===== src/rtl/pipeline_pkg.sv =====
// ----------------------------------------------------------------------------
// pipeline_pkg
//   Types and constants shared by the hazard unit and its helper blocks.
//     hz_state_e  : hazard FSM state (RUN, MD_BUSY)
//     REG_ZERO    : architectural x0, which never carries a real dependency
//     src_hazard(): one operand's RAW match against a destination register
// ----------------------------------------------------------------------------
package pipeline_pkg;

    typedef enum logic {
        RUN     = 1'b0,
        MD_BUSY = 1'b1
    } hz_state_e;

    localparam logic [4:0] REG_ZERO = 5'd0;

    // A source operand depends on rd only if the operand is actually read
    // and rd is a real register (writes to x0 are discarded).
    function automatic logic src_hazard(input logic       used,
                                        input logic [4:0] rs,
                                        input logic [4:0] rd);
        return used && (rs == rd) && (rd != REG_ZERO);
    endfunction

endpackage


===== src/rtl/hazard_md_timer.sv =====
// ----------------------------------------------------------------------------
// hazard_md_timer
//   Counts cycles spent waiting on a multi-cycle EX operation and flags
//   when the wait reaches MAX_CYCLES.
//   Ports:
//     clk, rst  : clock, synchronous active-high reset
//     cnt_en    : the current cycle is a busy cycle
//     clear     : restart the count (held while no operation is pending)
//     limitHit  : this busy cycle is number MAX_CYCLES (first busy cycle = 1)
// ----------------------------------------------------------------------------
module hazard_md_timer #(
    parameter int MAX_CYCLES = 34
) (
    input  logic clk,
    input  logic rst,
    input  logic cnt_en,
    input  logic clear,
    output logic limitHit
);
    localparam int CW = $clog2(MAX_CYCLES + 1);
    localparam logic [CW-1:0] LIMIT     = CW'(MAX_CYCLES);
    localparam logic [CW-1:0] LIMIT_M1  = CW'(MAX_CYCLES - 1);

    // cnt_q holds the number of busy cycles already completed, so the
    // current busy cycle is number cnt_q + 1.
    logic [CW-1:0] cnt_q;
    logic [CW-1:0] cnt_d;

    always_comb begin
        cnt_d = cnt_q;
        if (clear) begin
            cnt_d = '0;
        end else if (cnt_en && (cnt_q < LIMIT)) begin
            cnt_d = cnt_q + CW'(1);
        end
    end

    assign limitHit = cnt_en && (cnt_q >= LIMIT_M1);

    always_ff @(posedge clk) begin
        if (rst) begin
            cnt_q <= '0;
        end else begin
            cnt_q <= cnt_d;
        end
    end

endmodule


===== src/rtl/hazard_unit.sv =====
// ----------------------------------------------------------------------------
// hazard_unit
//   Pipeline hazard control: load-use interlock, taken-branch flush and
//   stall-until-done handling of multi-cycle mul/div in EX with a watchdog.
//   Ports:
//     clk, rst                    : clock, synchronous active-high reset
//     rs1_id, rs2_id              : ID-stage source registers
//     rs1UsedId, rs2UsedId        : ID instruction really reads rs1 / rs2
//     rd_ex, memReadEx            : EX destination, EX is a load
//     branchTakenEx               : EX redirects the front end
//     mdStartEx, mdDoneEx         : multi-cycle op in EX / its result ready
//     stallPc, stallIfId, stallIdEx : hold the named register
//     flushIfId, flushIdEx        : replace the named register with a NOP
//     bubbleExMem                 : inject a NOP into EX/MEM
//     mdTimeout                   : sticky watchdog error
//     stallCycles                 : saturating count of cycles with stallPc
// ----------------------------------------------------------------------------
module hazard_unit
    import pipeline_pkg::*;
#(
    parameter int MD_MAX_CYCLES = 34,
    parameter int STALL_CNT_W   = 16
) (
    input  logic                   clk,
    input  logic                   rst,
    input  logic [4:0]             rs1_id,
    input  logic [4:0]             rs2_id,
    input  logic                   rs1UsedId,
    input  logic                   rs2UsedId,
    input  logic [4:0]             rd_ex,
    input  logic                   memReadEx,
    input  logic                   branchTakenEx,
    input  logic                   mdStartEx,
    input  logic                   mdDoneEx,
    output logic                   stallPc,
    output logic                   stallIfId,
    output logic                   stallIdEx,
    output logic                   flushIfId,
    output logic                   flushIdEx,
    output logic                   bubbleExMem,
    output logic                   mdTimeout,
    output logic [STALL_CNT_W-1:0] stallCycles
);

    hz_state_e              state_q, state_d;
    logic                   md_timeout_q, md_timeout_d;
    logic [STALL_CNT_W-1:0] stall_cnt_q, stall_cnt_d;
    logic                   load_use;
    logic                   limit_hit;

    hazard_md_timer #(
        .MAX_CYCLES (MD_MAX_CYCLES)
    ) u_md_timer (
        .clk      (clk),
        .rst      (rst),
        .cnt_en   (state_q == MD_BUSY),
        .clear    (state_q == RUN),
        .limitHit (limit_hit)
    );

    assign load_use = memReadEx &&
                      (src_hazard(rs1UsedId, rs1_id, rd_ex) ||
                       src_hazard(rs2UsedId, rs2_id, rd_ex));

    always_comb begin
        state_d      = state_q;
        md_timeout_d = md_timeout_q;
        stallPc      = 1'b0;
        stallIfId    = 1'b0;
        stallIdEx    = 1'b0;
        flushIfId    = 1'b0;
        flushIdEx    = 1'b0;
        bubbleExMem  = 1'b0;

        unique case (state_q)
            RUN: begin
                if (branchTakenEx) begin
                    // Wrong-path instructions in IF/ID and ID/EX are killed;
                    // any interlock they would have caused is moot.
                    flushIfId = 1'b1;
                    flushIdEx = 1'b1;
                end else if (mdStartEx && !mdDoneEx) begin
                    stallPc     = 1'b1;
                    stallIfId   = 1'b1;
                    stallIdEx   = 1'b1;
                    bubbleExMem = 1'b1;
                    state_d     = MD_BUSY;
                end else if (load_use) begin
                    // Hold the consumer in ID and send a bubble into EX.
                    stallPc   = 1'b1;
                    stallIfId = 1'b1;
                    flushIdEx = 1'b1;
                end
            end
            MD_BUSY: begin
                if (mdDoneEx) begin
                    state_d = RUN;
                end else if (limit_hit) begin
                    // Give up on the op: release the pipeline and record it.
                    state_d      = RUN;
                    md_timeout_d = 1'b1;
                end else begin
                    stallPc     = 1'b1;
                    stallIfId   = 1'b1;
                    stallIdEx   = 1'b1;
                    bubbleExMem = 1'b1;
                end
            end
        endcase

        // Reset can arrive in either state; no control output may leak out.
        if (rst) begin
            stallPc     = 1'b0;
            stallIfId   = 1'b0;
            stallIdEx   = 1'b0;
            flushIfId   = 1'b0;
            flushIdEx   = 1'b0;
            bubbleExMem = 1'b0;
        end

        stall_cnt_d = stall_cnt_q;
        if (stallPc && (stall_cnt_q != {STALL_CNT_W{1'b1}})) begin
            stall_cnt_d = stall_cnt_q + STALL_CNT_W'(1);
        end
    end

    always_ff @(posedge clk) begin
        if (rst) begin
            state_q      <= RUN;
            md_timeout_q <= 1'b0;
            stall_cnt_q  <= '0;
        end else begin
            state_q      <= state_d;
            md_timeout_q <= md_timeout_d;
            stall_cnt_q  <= stall_cnt_d;
        end
    end

    assign mdTimeout   = md_timeout_q;
    assign stallCycles = stall_cnt_q;

endmodule


===== config.mk =====
export PLATFORM = sky130hd
export DESIGN_NAME = hazard_unit
export DESIGN_NICKNAME = d
export VERILOG_FILES = /design/src/rtl/pipeline_pkg.sv /design/src/rtl/hazard_md_timer.sv /design/src/rtl/hazard_unit.sv
export SDC_FILE = /design/constraint.sdc
export NUM_CORES = 1
export LEC_CHECK = 0
export ABC_AREA = 1
export BUFFER_PORTS_ARGS = -buffer_cell sky130_fd_sc_hd__clkbuf_2
export CAP_MARGIN = 20
export CORE_MARGIN = 1.5
export CORE_UTILIZATION = 53
export CTS_BUF_LIST = sky130_fd_sc_hd__clkbuf_16
export CTS_CLUSTER_DIAMETER = 150
export DETAILED_ROUTE_END_ITERATION = 10
export PLACE_DENSITY = 0.8
export SLEW_MARGIN = 15
export SYNTH_ARGS = -nofsm -noshare
export SYNTH_HDL_FRONTEND = slang
export SYNTH_SLANG_ARGS = --single-unit

===== constraint.sdc =====
create_clock -name clk -period 1.8 [get_ports clk]
set_clock_uncertainty 0.15 [all_clocks]
set_input_delay 0 -clock clk [delete_from_list [all_inputs] [get_ports clk]]
set_output_delay 0 -clock clk [all_outputs]
set_load 0.01 [all_outputs]

## After elaboration in Yosys (flattened, before gate mapping)

Index checks and enable logic that the tools add are counted.

| operators by class | value |
|---|---|
| add/subtract/negate cells | 2 |
| magnitude comparators | 2 |
| equality and inequality tests | 3 |
| multiplexer cells | 18 |
| bitwise logic cells | 2 |
| reductions and logical operators | 14 |

Operators by type and width:

| kind | number |
|---|---|
| 16-bit by 1-bit adder with 16-bit output, second input constant | 1 |
| 1-bit two-way mux | 16 |
| 16-bit inequality test, second input constant | 1 |
| 5-bit equality test | 2 |
| 1-bit logical AND | 9 |
| 6-bit by 1-bit adder with 6-bit output, second input constant | 1 |
| 6-bit greater-or-equal comparator, second input constant | 1 |
| 6-bit < comparator, second input constant | 1 |
| 5-bit nonzero test | 1 |
| 1-bit case mux with 2 select lines | 2 |
| 3-bit AND reduction | 1 |
| 1-bit NOT | 2 |
| 2-bit OR reduction | 1 |
| 1-bit logical NOT | 1 |
| 1-bit logical OR | 1 |

| storage, ports and cells | value |
|---|---|
| register bits | 24 |
| word-level logic and storage cells | 45 |

## Logic depth before layout (Yosys ltp)

Gate-level depths: netlist of run 1.

| logic depth | value |
|---|---|
| depth after elaboration | 11 |
| depth in mapped cells | 13 |

## Cells and area by module

A second synthesis of run 1 with hierarchy kept.

| unflattened totals | value |
|---|---|
| cell total of the unflattened synthesis | 264 |
| area, all modules | 1,780.5 µm² |

By module, submodules not included:

| module | times used | cells each | area an instance (µm²) | seq. area each (µm²) |
|---|---|---|---|---|
| hazard_unit | 1 | 214 | 1,413.9 | 360.3 |
| hazard_md_timer | 1 | 50 | 366.6 | 120.1 |

## Worst setup path before layout of run 1

OpenSTA, ideal clock, no wires.

| timing | value |
|---|---|
| path kind | register to register |
| start point | register u_md_timer.cnt_q[1] |
| end point | register stall_cnt_q[1] (netlist: stallCycles[1]) |
| arrival | 1,523 ps |
| setup slack | 68 ps |
| stages on the path, launching flop included | 10 |
| path buffers | 0 |
| cell sequence | dfxtp_1 > inv_1 > ha_1 > inv_1 > a41oi_2 > nor3_2 > inv_2 > a21oi_1 > nand3_1 > nand2_1 |

| on the way | value |
|---|---|
| cells in the longest elaborated chain, start to end | 7 |

Ends and longest elaborated chain:

| item | line | RTL |
|---|---|---|
| start, declared | hazard_md_timer.sv:26 | `logic [CW-1:0] cnt_q;` |
| start signal, assigned | hazard_md_timer.sv:44 | `cnt_q <= cnt_d;` |
| 6-bit greater-or-equal comparator | hazard_md_timer.sv:38 | `assign limitHit = cnt_en && (cnt_q >= LIMIT_M1);` |
| 1-bit logical AND | hazard_md_timer.sv:38 |  |
| 1-bit two-way mux (2 in a row) | - |  |
| 1-bit case mux with 2 select lines | - |  |
| 1-bit two-way mux | - |  |
| via stallIfId | hazard_unit.sv:36 | `output logic stallIfId,` |
| 1-bit logical AND | hazard_unit.sv:122 | `if (stallPc && (stall_cnt_q != {STALL_CNT_W{1'b1}})) begin` |
| end signal, assigned | hazard_unit.sv:135 | `stall_cnt_q <= stall_cnt_d;` |
| end, declared | hazard_unit.sv:47 | `logic [STALL_CNT_W-1:0] stall_cnt_q, stall_cnt_d;` |

The timed path passes the listed nets, and every way through them passes these cells.
A chain may end at the register's enable or synchronous reset.

## Worst setup path in the final report of run 1

| timing | value |
|---|---|
| start point | register u_md_timer.cnt_q[1] |
| end point | output stallIfId |

| on the way | value |
|---|---|
| cells in the longest elaborated chain, start to end | 6 |

Ends and longest elaborated chain:

| item | line | RTL |
|---|---|---|
| 6-bit greater-or-equal comparator | hazard_md_timer.sv:38 |  |
| 1-bit logical AND | hazard_md_timer.sv:38 |  |
| 1-bit two-way mux | hazard_unit.sv:98 | `end else if (limit_hit) begin` |
| 1-bit two-way mux | hazard_unit.sv:96 | `if (mdDoneEx) begin` |
| 1-bit case mux with 2 select lines | hazard_unit.sv:75 | `unique case (state_q)` |
| 1-bit two-way mux | hazard_unit.sv:112 | `if (rst) begin` |
| end, declared | hazard_unit.sv:36 |  |

Every way passes these cells.

==> results of run 1 <==
[per-stage QoR]
step	area [um2]	power, mW	std cells	worst slack [ns]
6_report	2300	1.36	389	0.0179
5_1_grt	2300	1.42	389	-0.0500
4_1_cts	2210	1.36	385	0.0112
3_5_place_dp	2050	0.717	378	-0.0385
3_3_place_gp	2050	0.714	378	-0.00867
2_1_floorplan	1730	0.668	285	0.0679
[repair_timing]
| item | CTS | global route |
|---|---|---|
| endpoints found under the hold margin | 1 | 0 |
| setup buffers | 2 | 4 |
| hold buffers | 1 | 0 |
| cloned | 0 | 0 |
| endpoints found under the setup margin | 7 | 21 |
| pin swaps | 2 | 3 |
| resized for setup | 8 | 18 |
[power by group through the flow]
| stage | clock, mW | sequential [mW] | combinational, mW |
|---|---|---|---|
| 2_1_floorplan | 0 | 0.557 | 0.111 |
| 3_3_place_gp | 0 | 0.555 | 0.159 |
| 3_5_place_dp | 0 | 0.555 | 0.162 |
| 4_1_cts | 0.645 | 0.543 | 0.173 |
| 5_1_grt | 0.672 | 0.547 | 0.201 |
| 6_report | 0.641 | 0.546 | 0.178 |
[area by class of cell]
cell class	count	area [um2]	share of cell area [%]
Clock buffer	3	75.1	3.26
Clock inverter	1	30.0	1.31
Inverter	53	199	8.65
Multi-Input combinational cell	201	1080	46.9
Sequential cell	24	487	21.2
Tap cell	44	55.1	2.39
Timing Repair Buffer	63	375	16.3
[routing by layer]
| metal | routed length, um | up-vias |
|---|---|---|
| met5 | 0 | - |
| met2 | 2020 | 55 |
| met4 | 82 | 0 |
| met1 | 1920 | 884 |
| met3 | 191 | 10 |
| li1 | - | 1016 |
[cell families after synthesis]
group           after synthesis
compound gates               14
xor+xnor                      2
fa+ha+maj                     4
buf+inv                      60
flops                        24
simple gates                181
[placed cells by master, fill, tap and decap left out, types with 2 or more instances in the layout]
master | Yosys | final
a21oi_1 | 7 | 6
buf_2 | 1 | 2
buf_4 | 3 | 16
clkbuf_16 | 0 | 3
clkbuf_2 | 0 | 43
dfxtp_1 | 24 | 19
dfxtp_2 | 0 | 5
ha_1 | 4 | 2
inv_1 | 45 | 44
inv_2 | 8 | 9
nand2_1 | 83 | 81
nand2_2 | 1 | 3
nand3_1 | 24 | 23
nand3_2 | 3 | 4
nand4_1 | 15 | 15
nor2_1 | 39 | 36
nor2_2 | 4 | 5
nor2_4 | 0 | 2
nor3_1 | 5 | 3
nor3_2 | 2 | 2
nor3_4 | 0 | 2
o21ai_0 | 4 | 4
[worst max-delay path by stage]
stage	cells after the start	endpoint	slack, ns	startpoint
5_1_grt	8	stallIfId	-0.05	u_md_timer.cnt_q[1]
6_report	8	stallIfId	0.02	u_md_timer.cnt_q[1]
4_1_cts	8	stallIfId	0.01	u_md_timer.cnt_q[1]
3_3_place_gp	9	stallCycles[1]	-0.009	u_md_timer.cnt_q[1]
3_5_place_dp	9	stallCycles[1]	-0.04	u_md_timer.cnt_q[1]
2_1_floorplan	9	stallCycles[1]	0.07	u_md_timer.cnt_q[1]
[state kept, by name (all words and copies together) (netlist names)]
| name | count |
|---|---|
| stallCycles | 16 |
| u_md_timer.cnt_q | 6 |
| mdTimeout | 1 |
| state_q | 1 |
[worst max-delay path: stages (launching register included)]
cell     delay (ns)
dfxtp_2        0.33
inv_1          0.07
ha_1           0.20
inv_2          0.06
a41oi_4        0.14
nor3_4         0.19
inv_2          0.08
a21oi_4        0.15
buf_2          0.15
==> metrics.yaml, run 1 <==
ys_ff_latch: 24
gp_congestion: 0.867
cts_tree: "yes"
finalHoldViolations: 0
tightest_slew_ns: 0.380
clk_pin_slew_ns: 0.07
cts_sinks: 24
port_buffers: 45
ir_drop_mv: 0.393
reg2reg_to: "stallCycles[2]"
ys.warnings.count: 0
die_y_um: 60.2
synth_top_flop_cell: "dfxtp_1"
switching_power_uw: 314
max-slew-margin-rel_pct: 74.6
crit_fanout: 4
final_antenna_net_count: 0
hold_end: "stallCycles[13]"
synth-compound-area-share_pct: 5.05
pin_count: 46
r2r_start: "u_md_timer.cnt_q[1]"
holdCritStartpoint: "rst"
gr-usage-met1_pct: 30.2
avgRoutedWirePerCell_um: 10.8
grt_max_degree: 27
crit_path_end_kind: "output port"
drt-initial-drc-count: 76
fillers: 241
fin_nets: 373
finalCritPeriodShare_pct: 99.0
power_frac_clock_pct: 47.0
synth_adder_area_share_pct: 2.89
swShare_pct: 23.0
synth_largest_area_cell: "dfxtp_1"
clk_latency_ns: 0.26
hold_depth: 2
hold_slack_ns: 0.00771
post-route-util_pct: 74.8
p_per_area_nw_per_um2: 593
die_w_um: 60.2
comb_power_share_pct: 13.0
critPathRequiredTime_ns: 1.65
synth_most_common_cell: "nand2_1"
diodes: 0
gr-usage-met3_pct: 3.90
grt_setup_unrepaired: "true"
busiest_layer: "met2"
htree_levels: 1
wl_um: 4210
start_util_pct: 56.3
cts-root-buf: "clkbuf_16"
reg2regPathDepth: 10
drive_above_1_share_pct: 30.7
syn2layout_area_growth_pct: 32.7
cap_violations: 0
cts_buffers: 3
pwr-share-seq_pct: 40.0
drcViolationCount: 0
fp-row-count: 20
yosysSeqAreaShare_pct: 27.7
fmax_mhz: 561
antenna_found_initial: 0
setup_tns_ns: 0
synth-edff-count: 0
core_area_um2: 3080
synthTopCellsByArea: "dfxtp_1, nand2_1, inv_1, nor2_1, nand3_1"
synth_commonest_cells: "nand2_1, inv_1, nor2_1, dfxtp_1, nand3_1"
worst-setup-path-type: "register to output port"
vias: 1965
synth-xor-area-share_pct: 1.01
syn_area_per_cell_um2: 6.08
finalMaxSlewViolations: 0
synth_cell_types: 30
use_met2_pct: 44.1
grt_pass1_vias: 1743
ff2ff_setup_slack_ns: 0.08
vias_per_cell: 5.05
synth_top_area_share_pct: 27.7
synth.mux.area_fraction_pct: 0
period_minus_slack_ns: 1.78
min_path_type: "input port to register"
synth-simple-area-share_pct: 48.3
p_leak_nw: 1.18
synth_top_family_by_area: "simple AND/OR/NAND/NOR gates"
intPower_mw: 1.05
grt_remaining_overflow: 0
setup_violations: 0
die-area_um2: 3620
grt_usage_pct: 24.8
synthesis.nets: 312
cts.path.max_buffers: 2
firstDrtPassIters: 4
synth_cells: 285
outcome: "completed"
synth-async-reset-ratio_pct: 0
arrival_ns: 1.63
grt_first_pass_wirelength_um: 7060
startpoint_type: "register"
syn_area_um2: 1730
dp_hpwl_um: 2940
Note: power is estimated with default switching activity, not from simulation.
==> run 2: changes to the inputs <==
--- a/config.mk
+++ b/config.mk
@@ -9,11 +9,10 @@
 export BUFFER_PORTS_ARGS = -buffer_cell sky130_fd_sc_hd__clkbuf_2
 export CAP_MARGIN = 20
 export CORE_MARGIN = 1.5
-export CORE_UTILIZATION = 53
+export CORE_UTILIZATION = 40
 export CTS_BUF_LIST = sky130_fd_sc_hd__clkbuf_16
 export CTS_CLUSTER_DIAMETER = 150
 export DETAILED_ROUTE_END_ITERATION = 10
-export PLACE_DENSITY = 0.8
 export SLEW_MARGIN = 15
 export SYNTH_ARGS = -nofsm -noshare
 export SYNTH_HDL_FRONTEND = slang
==> constraint.sdc (replaced) <==
create_clock -name clk -period 1.7 [get_ports clk]
set_clock_uncertainty 0.15 [all_clocks]
set_input_delay 0 -clock clk [delete_from_list [all_inputs] [get_ports clk]]
set_output_delay 0 -clock clk [all_outputs]
set_load 0.01 [all_outputs]
==> run 2 against run 1 <==
Net effect:
- the flow now finishes with violations (negative hold slack, negative setup slack)
- non-clock buffer count rose by 12
- sequential power rose by 5.9%
- clock-buffer cell count did not move
- sequential share of layout area fell by 0.87 points
- combinational power rose by 13%
- sequential cell count did not move
- via count fell by 0.61%
- critical path type is now register to register
==> metrics.yaml, run 2 (same netlist as run 1, synthesis figures left out) <==
reg2regPathDepth: 10  # unchanged
slowest_delay_ns: 0.33  # about the same
dp_cells: 392  # +3.7%
grt_setup_unrepaired: "true"
largest_reg_flops: 16  # unchanged
seq_area_um2: 487  # unchanged
pin_count: 46  # unchanged
setup_violations: 2  # +2
cts_sinks: 24  # unchanged
crit_fanout: 12  # +8
antenna_found_initial: 0  # unchanged
outcome: "complete, but fails checks"
multi_input_area_um2: 1070  # -0.81%
drt-initial-drc-count: 82  # +7.9%
p_leak_nw: 1.22  # +3.8%
crit_family: "buffers and inverters"
crit_path_end_kind: "register"
top_layer_used: "met4"
ff2ff_setup_slack_ns: -0.007  # -0.09 ns
fillers: 416  # +73%
grt_pass1_vias: 1690  # -3.0%
arrival_ns: 1.69  # +0.06 ns
place_ws_ns: -0.0147  # +0.0239 ns
setup_tns_ns: -0.00866  # -0.00866 ns
worst-setup-path-type: "register to register"
wl_met1_um: 2140  # +12%
met2_length_um: 2050  # +1.8%
clk_latency_ns: 0.26  # about the same
finalMaxSlewViolations: 0  # unchanged
worstPathCellList: "inv_2, ha_4, inv_2, a41oi_2, buf_4, nor2_4, clkbuf_16, nand4_1, nand2_1, nor2_1"
core_area_um2: 4090  # +33%
vias_per_cell: 4.80  # -5.0%
grt_max_degree: 27  # unchanged
power_mw: 1.30  # -4.7%
dp_hpwl_um: 3090  # +5.2%
tightest_slew_ns: 0.350  # -0.0301 ns
die_w_um: 68.8  # +14%
reg2reg_to: "stallCycles[14]"
grt_remaining_overflow: 0  # unchanged
crit_buf_inv: 4  # unchanged
vias: 1953  # -0.61%
drcViolationCount: 0  # unchanged
path_common_cell: "inv_2"
start_util_pct: 42.4  # -14 points
port_buffers: 45  # unchanged
cts_tree: "yes"
mostFrequentLayoutCells: "nand2_1, inv_1, clkbuf_2"
cap_violations: 0  # unchanged
drive_above_1_share_pct: 32.8  # +2.0 points
layout_commonest_cell: "nand2_1"
hold_depth: 2  # unchanged
final_antenna_net_count: 0  # unchanged
firstDrtPassIters: 4  # unchanged
wl_um: 4350  # +3.2%
max-slew-margin-rel_pct: 76.6  # +2.0 points
critPathSlowestCell: "dfxtp_2"
die-area_um2: 4740  # +31%
period_minus_slack_ns: 1.71
die_y_um: 68.8  # +14%
min_path_type: "input port to register"
syn2layout_area_growth_pct: 38.4
cts_buffers: 3  # unchanged
holdCritStartpoint: "rst"
clk_pin_slew_ns: 0.07  # about the same
grt_usage_pct: 18.9  # -5.9 points
met3_length_um: 115  # -40%
final_cells: 407  # +4.6%
hold_slack_ns: -0.0124  # -0.0201 ns
finalCritPeriodShare_pct: 100
fin_nets: 385  # +3.2%
violations: "negative hold slack, negative setup slack"
grt_first_pass_wirelength_um: 6960  # -1.5%
htree_levels: 1  # unchanged
ir_drop_mv: 0.439  # +12%
p_per_area_nw_per_um2: 541  # -8.7%
cts.path.max_buffers: 2  # unchanged
avgRoutedWirePerCell_um: 10.7  # -1.4%
fmax_mhz: 586
final_area_um2: 2400  # +4.3%
diodes: 0  # unchanged
worst_slack_ns: -0.00740  # -0.0253 ns
critPathRequiredTime_ns: 1.68  # +0.03 ns
startpoint_type: "register"
finalHoldViolations: 1  # +1
r2r_start: "u_md_timer.cnt_q[1]"
cts-root-buf: "clkbuf_16"
fp-row-count: 23  # +15%
hold_end: "stallCycles[13]"
place_area_um2: 2120  # +3.7%
gp_congestion: 0.800  # -7.8%
run 2: repair_timing:
action,CTS,global route
hold buffers,1,0
gates resized for setup,9,20
endpoints found under the setup margin,13,21
hold endpoints to repair,1,0
buffers inserted,5,4
pin swaps,3,9
gates cloned,0,1
run 2: stage by stage:
stage	utilization, %	hold slack (ns)
after CTS	55.5	0.0152
final	58.7	-0.0124
after floorplan	-	-0.0876
after global placement	52.0	0.172
after detailed placement	52.0	0.173
after global routing	58.7	0.0213
run 2: power by group:
part / internal (mW) / total (mW) / switching [mW]
Combinational: 0.0844 / 0.202 / 0.118
Sequential: 0.570 / 0.578 / 0.00880
Clock: 0.315 / 0.519 / 0.204
Total: 0.969 / 1.30 / 0.331
run 2: worst max path at each step:
stage,start,endpoint,slack [ns],cells after the start
global placement,stallCycles[0],stallCycles[9],-0.02,10
global route,u_md_timer.cnt_q[1],stallIfId,-0.11,7
floorplan,stallCycles[1],stallCycles[9],0.03,10
CTS,u_md_timer.cnt_q[1],stallIfId,-0.03,8
detailed placement,stallCycles[0],stallCycles[9],-0.01,10
finish,u_md_timer.cnt_q[1],stallCycles[14],-0.007,10
run 2: metal layers:
metal  GRT usage, %  vias up
li1               -     1043
met4           4.41        0
met3           1.95        2
met2           33.4       34
met5              0        -
met1           24.5      874
run 2: layout make-up:
class                           instances  share of cell area (%)
Clock buffer                            3                    3.13
Clock inverter                          1                   0.156
Inverter                               53                    8.29
Multi-Input combinational cell        201                    44.6
Sequential cell                        24                    20.3
Tap cell                               50                    2.61
Timing Repair Buffer                   75                    20.9
==> run 3: changes to the inputs <==
--- a/config.mk
+++ b/config.mk
@@ -9,7 +9,7 @@
 export BUFFER_PORTS_ARGS = -buffer_cell sky130_fd_sc_hd__clkbuf_2
 export CAP_MARGIN = 20
 export CORE_MARGIN = 1.5
-export CORE_UTILIZATION = 40
+export CORE_UTILIZATION = 30
 export CTS_BUF_LIST = sky130_fd_sc_hd__clkbuf_16
 export CTS_CLUSTER_DIAMETER = 150
 export DETAILED_ROUTE_END_ITERATION = 10
==> run 3 against run 2 <==
Net effect:
- the flow finishes with violations (negative setup slack)
- clock-buffer cell count unchanged
- largest power group is now clock
- clock power increased by 34%
- cell count increased by 4.9%
- critical path depth unchanged
- critical path type unchanged
- sequential share of layout area decreased by 0.79 points
- worst hold slack improved by 0.025 ns
- design area increased by 3.2%
- non-clock buffer count decreased by 2
- power increased by 14%
- maximum frequency decreased by 0.58%
- critical endpoint is now stallCycles[8]
- wire length increased by 4.5%
==> metrics.yaml, run 3 (same netlist as run 1, synthesis figures left out) <==
min_path_type: "input port to register"
firstDrtPassIters: 4  # unchanged
core_area_um2: 5540  # +36%
period_minus_slack_ns: 1.72  # +0.0100 ns
finalCritPeriodShare_pct: 101  # +0.59 points
r2r_start: "u_md_timer.cnt_q[1]"
critPathSlowestCell: "dfxtp_2"
hold_slack_ns: 0.0126  # +0.0250 ns
grt_setup_unrepaired: "true"
grt_usage_pct: 14.9  # -3.9 points
grt_max_degree: 27  # unchanged
start_util_pct: 31.3  # -11 points
crit_path_start: "u_md_timer.cnt_q[1]"
crit_fanout: 12  # unchanged
die-area_um2: 6250  # +32%
slowest_delay_ns: 0.36  # +0.03 ns
die_w_um: 79.0  # +15%
wl_um: 4540  # +4.5%
grt_pass1_vias: 1766  # +4.5%
arrival_ns: 1.71  # +0.02 ns
final_antenna_net_count: 0  # unchanged
outcome: "complete, but fails checks"
crit_buf_inv: 4  # unchanged
drive_above_1_share_pct: 31.5  # -1.2 points
port_buffers: 45  # unchanged
largest_reg_flops: 16  # unchanged
fp-row-count: 27  # +17%
crit_family: "buffers and inverters"
ir_drop_mv: 0.335  # -24%
grt_first_pass_wirelength_um: 7620  # +9.5%
worstPathCellList: "inv_4, ha_4, inv_4, a41oi_4, buf_6, nor2_4, clkbuf_16, nand4_1, nand2_1, nor2_1"
vias: 1955  # +0.10%
finalHoldViolations: 0  # -1
drcViolationCount: 0  # unchanged
crit_path_end_kind: "register"
fmax_mhz: 582  # -0.58%
avgRoutedWirePerCell_um: 10.6  # -0.39%
cts_buffers: 3  # unchanged
cts-root-buf: "clkbuf_16"
cap_violations: 0  # unchanged
cts.path.max_buffers: 2  # unchanged
final_area_um2: 2480  # +3.2%
gp_congestion: 0.847  # +5.9%
antenna_found_initial: 0  # unchanged
p_leak_nw: 1.24  # +1.2%
finalMaxSlewViolations: 0  # unchanged
diodes: 0  # unchanged
grt_remaining_overflow: 0  # unchanged
syn2layout_area_growth_pct: 42.9
worst-setup-path-type: "register to register"
clk_pin_slew_ns: 0.07  # about the same
pin_count: 46  # unchanged
vias_per_cell: 4.58  # -4.6%
die_y_um: 79.0  # +15%
holdCritStartpoint: "rst"
setup_violations: 4  # +2
clk_latency_ns: 0.26  # about the same
cts_tree: "yes"
place_ws_ns: -0.0340  # -0.0193 ns
violations: "negative setup slack"
cts_sinks: 24  # unchanged
place_area_um2: 2150  # +1.3%
tightest_slew_ns: 0.406  # +0.0557 ns
p_per_area_nw_per_um2: 600  # +11%
path_common_cell: "inv_4"
drt-initial-drc-count: 102  # +24%
max-slew-margin-rel_pct: 72.9  # -3.7 points
mostFrequentLayoutCells: "nand2_1, inv_1, clkbuf_2"
worst_slack_ns: -0.0174  # -0.0100 ns
startpoint_type: "register"
critPathRequiredTime_ns: 1.69  # about the same
layout_commonest_cell: "nand2_1"
htree_levels: 1  # unchanged
dp_hpwl_um: 3300  # +6.6%
fin_nets: 383  # -0.52%
run 3: metal layers:
layer | global-route usage (%) | part of all wire, % | wire (um) | vias to the layer above
met5 | 0 | 0 | 0 | -
met4 | 4.74 | 1.1 | 52 | 0
met3 | 1.61 | 5.0 | 225 | 6
met2 | 24.5 | 47 | 2120 | 43
met1 | 20.4 | 47 | 2140 | 876
li1 | - | - | - | 1030
run 3: cell type report:
class / instances / area, um2
clock buffer: 3 / 75.1
clock inverter: 1 / 30.0
fill: 571 / 3060
inverter: 53 / 204
multi-input combinational: 201 / 1090
sequential: 24 / 483
tap: 72 / 90.1
timing repair buffer: 73 / 500
run 3: timing repair:
| action | in CTS | in global routing |
|---|---|---|
| endpoints found under the hold margin | 1 | 0 |
| buffers inserted | 5 | 2 |
| setup endpoints to repair | 8 | 21 |
| hold buffers | 1 | 0 |
| pin swaps | 2 | 3 |
| resized for setup | 14 | 19 |
| gates cloned | 0 | 1 |
run 3: path summary, 6_finish.rpt:
kind	endpoint	slack, ns	cells past startpoint
setup / recovery	stallCycles[8]	-0.02	10
hold / removal	stallCycles[13]	0.01	2
setup reg to reg	stallCycles[8]	-0.02	10
hold reg to reg	mdTimeout	0.30	2
run 3: report_power, final:
group          internal (mW)  total, mW  leakage (nW)  switching [mW]
registers              0.568      0.574         0.195         0.00554
logic                 0.0900      0.214         0.990           0.124
clock network          0.469      0.698        0.0511           0.229
total                   1.13       1.49          1.24           0.358
run 3: worst reg2reg max path, delay by kind of cell, from the launching register on:
| kind | cells | cell delay, ns |
|---|---|---|
| adders and majority gates | 1 | 0.16 |
| DFF | 1 | 0.36 |
| and+or+nand+nor | 4 | 0.36 |
| buffers and inverters | 4 | 0.44 |
| AOI/OAI and AO/OA | 1 | 0.13 |
run 3: through the flow:
stage / cells / total power [mW] / TNS (ns) / utilization (%)
2_1_floorplan: 285 / 0.708 / 0 / -
3_3_place_gp: 414 / 0.765 / -0.00618 / 38.8
3_5_place_dp: 414 / 0.768 / -0.0853 / 38.8
4_1_cts: 424 / 1.47 / -0.0703 / 42.7
5_1_grt: 427 / 1.53 / -1.47 / 44.7
6_report: 427 / 1.49 / -0.0273 / 44.7
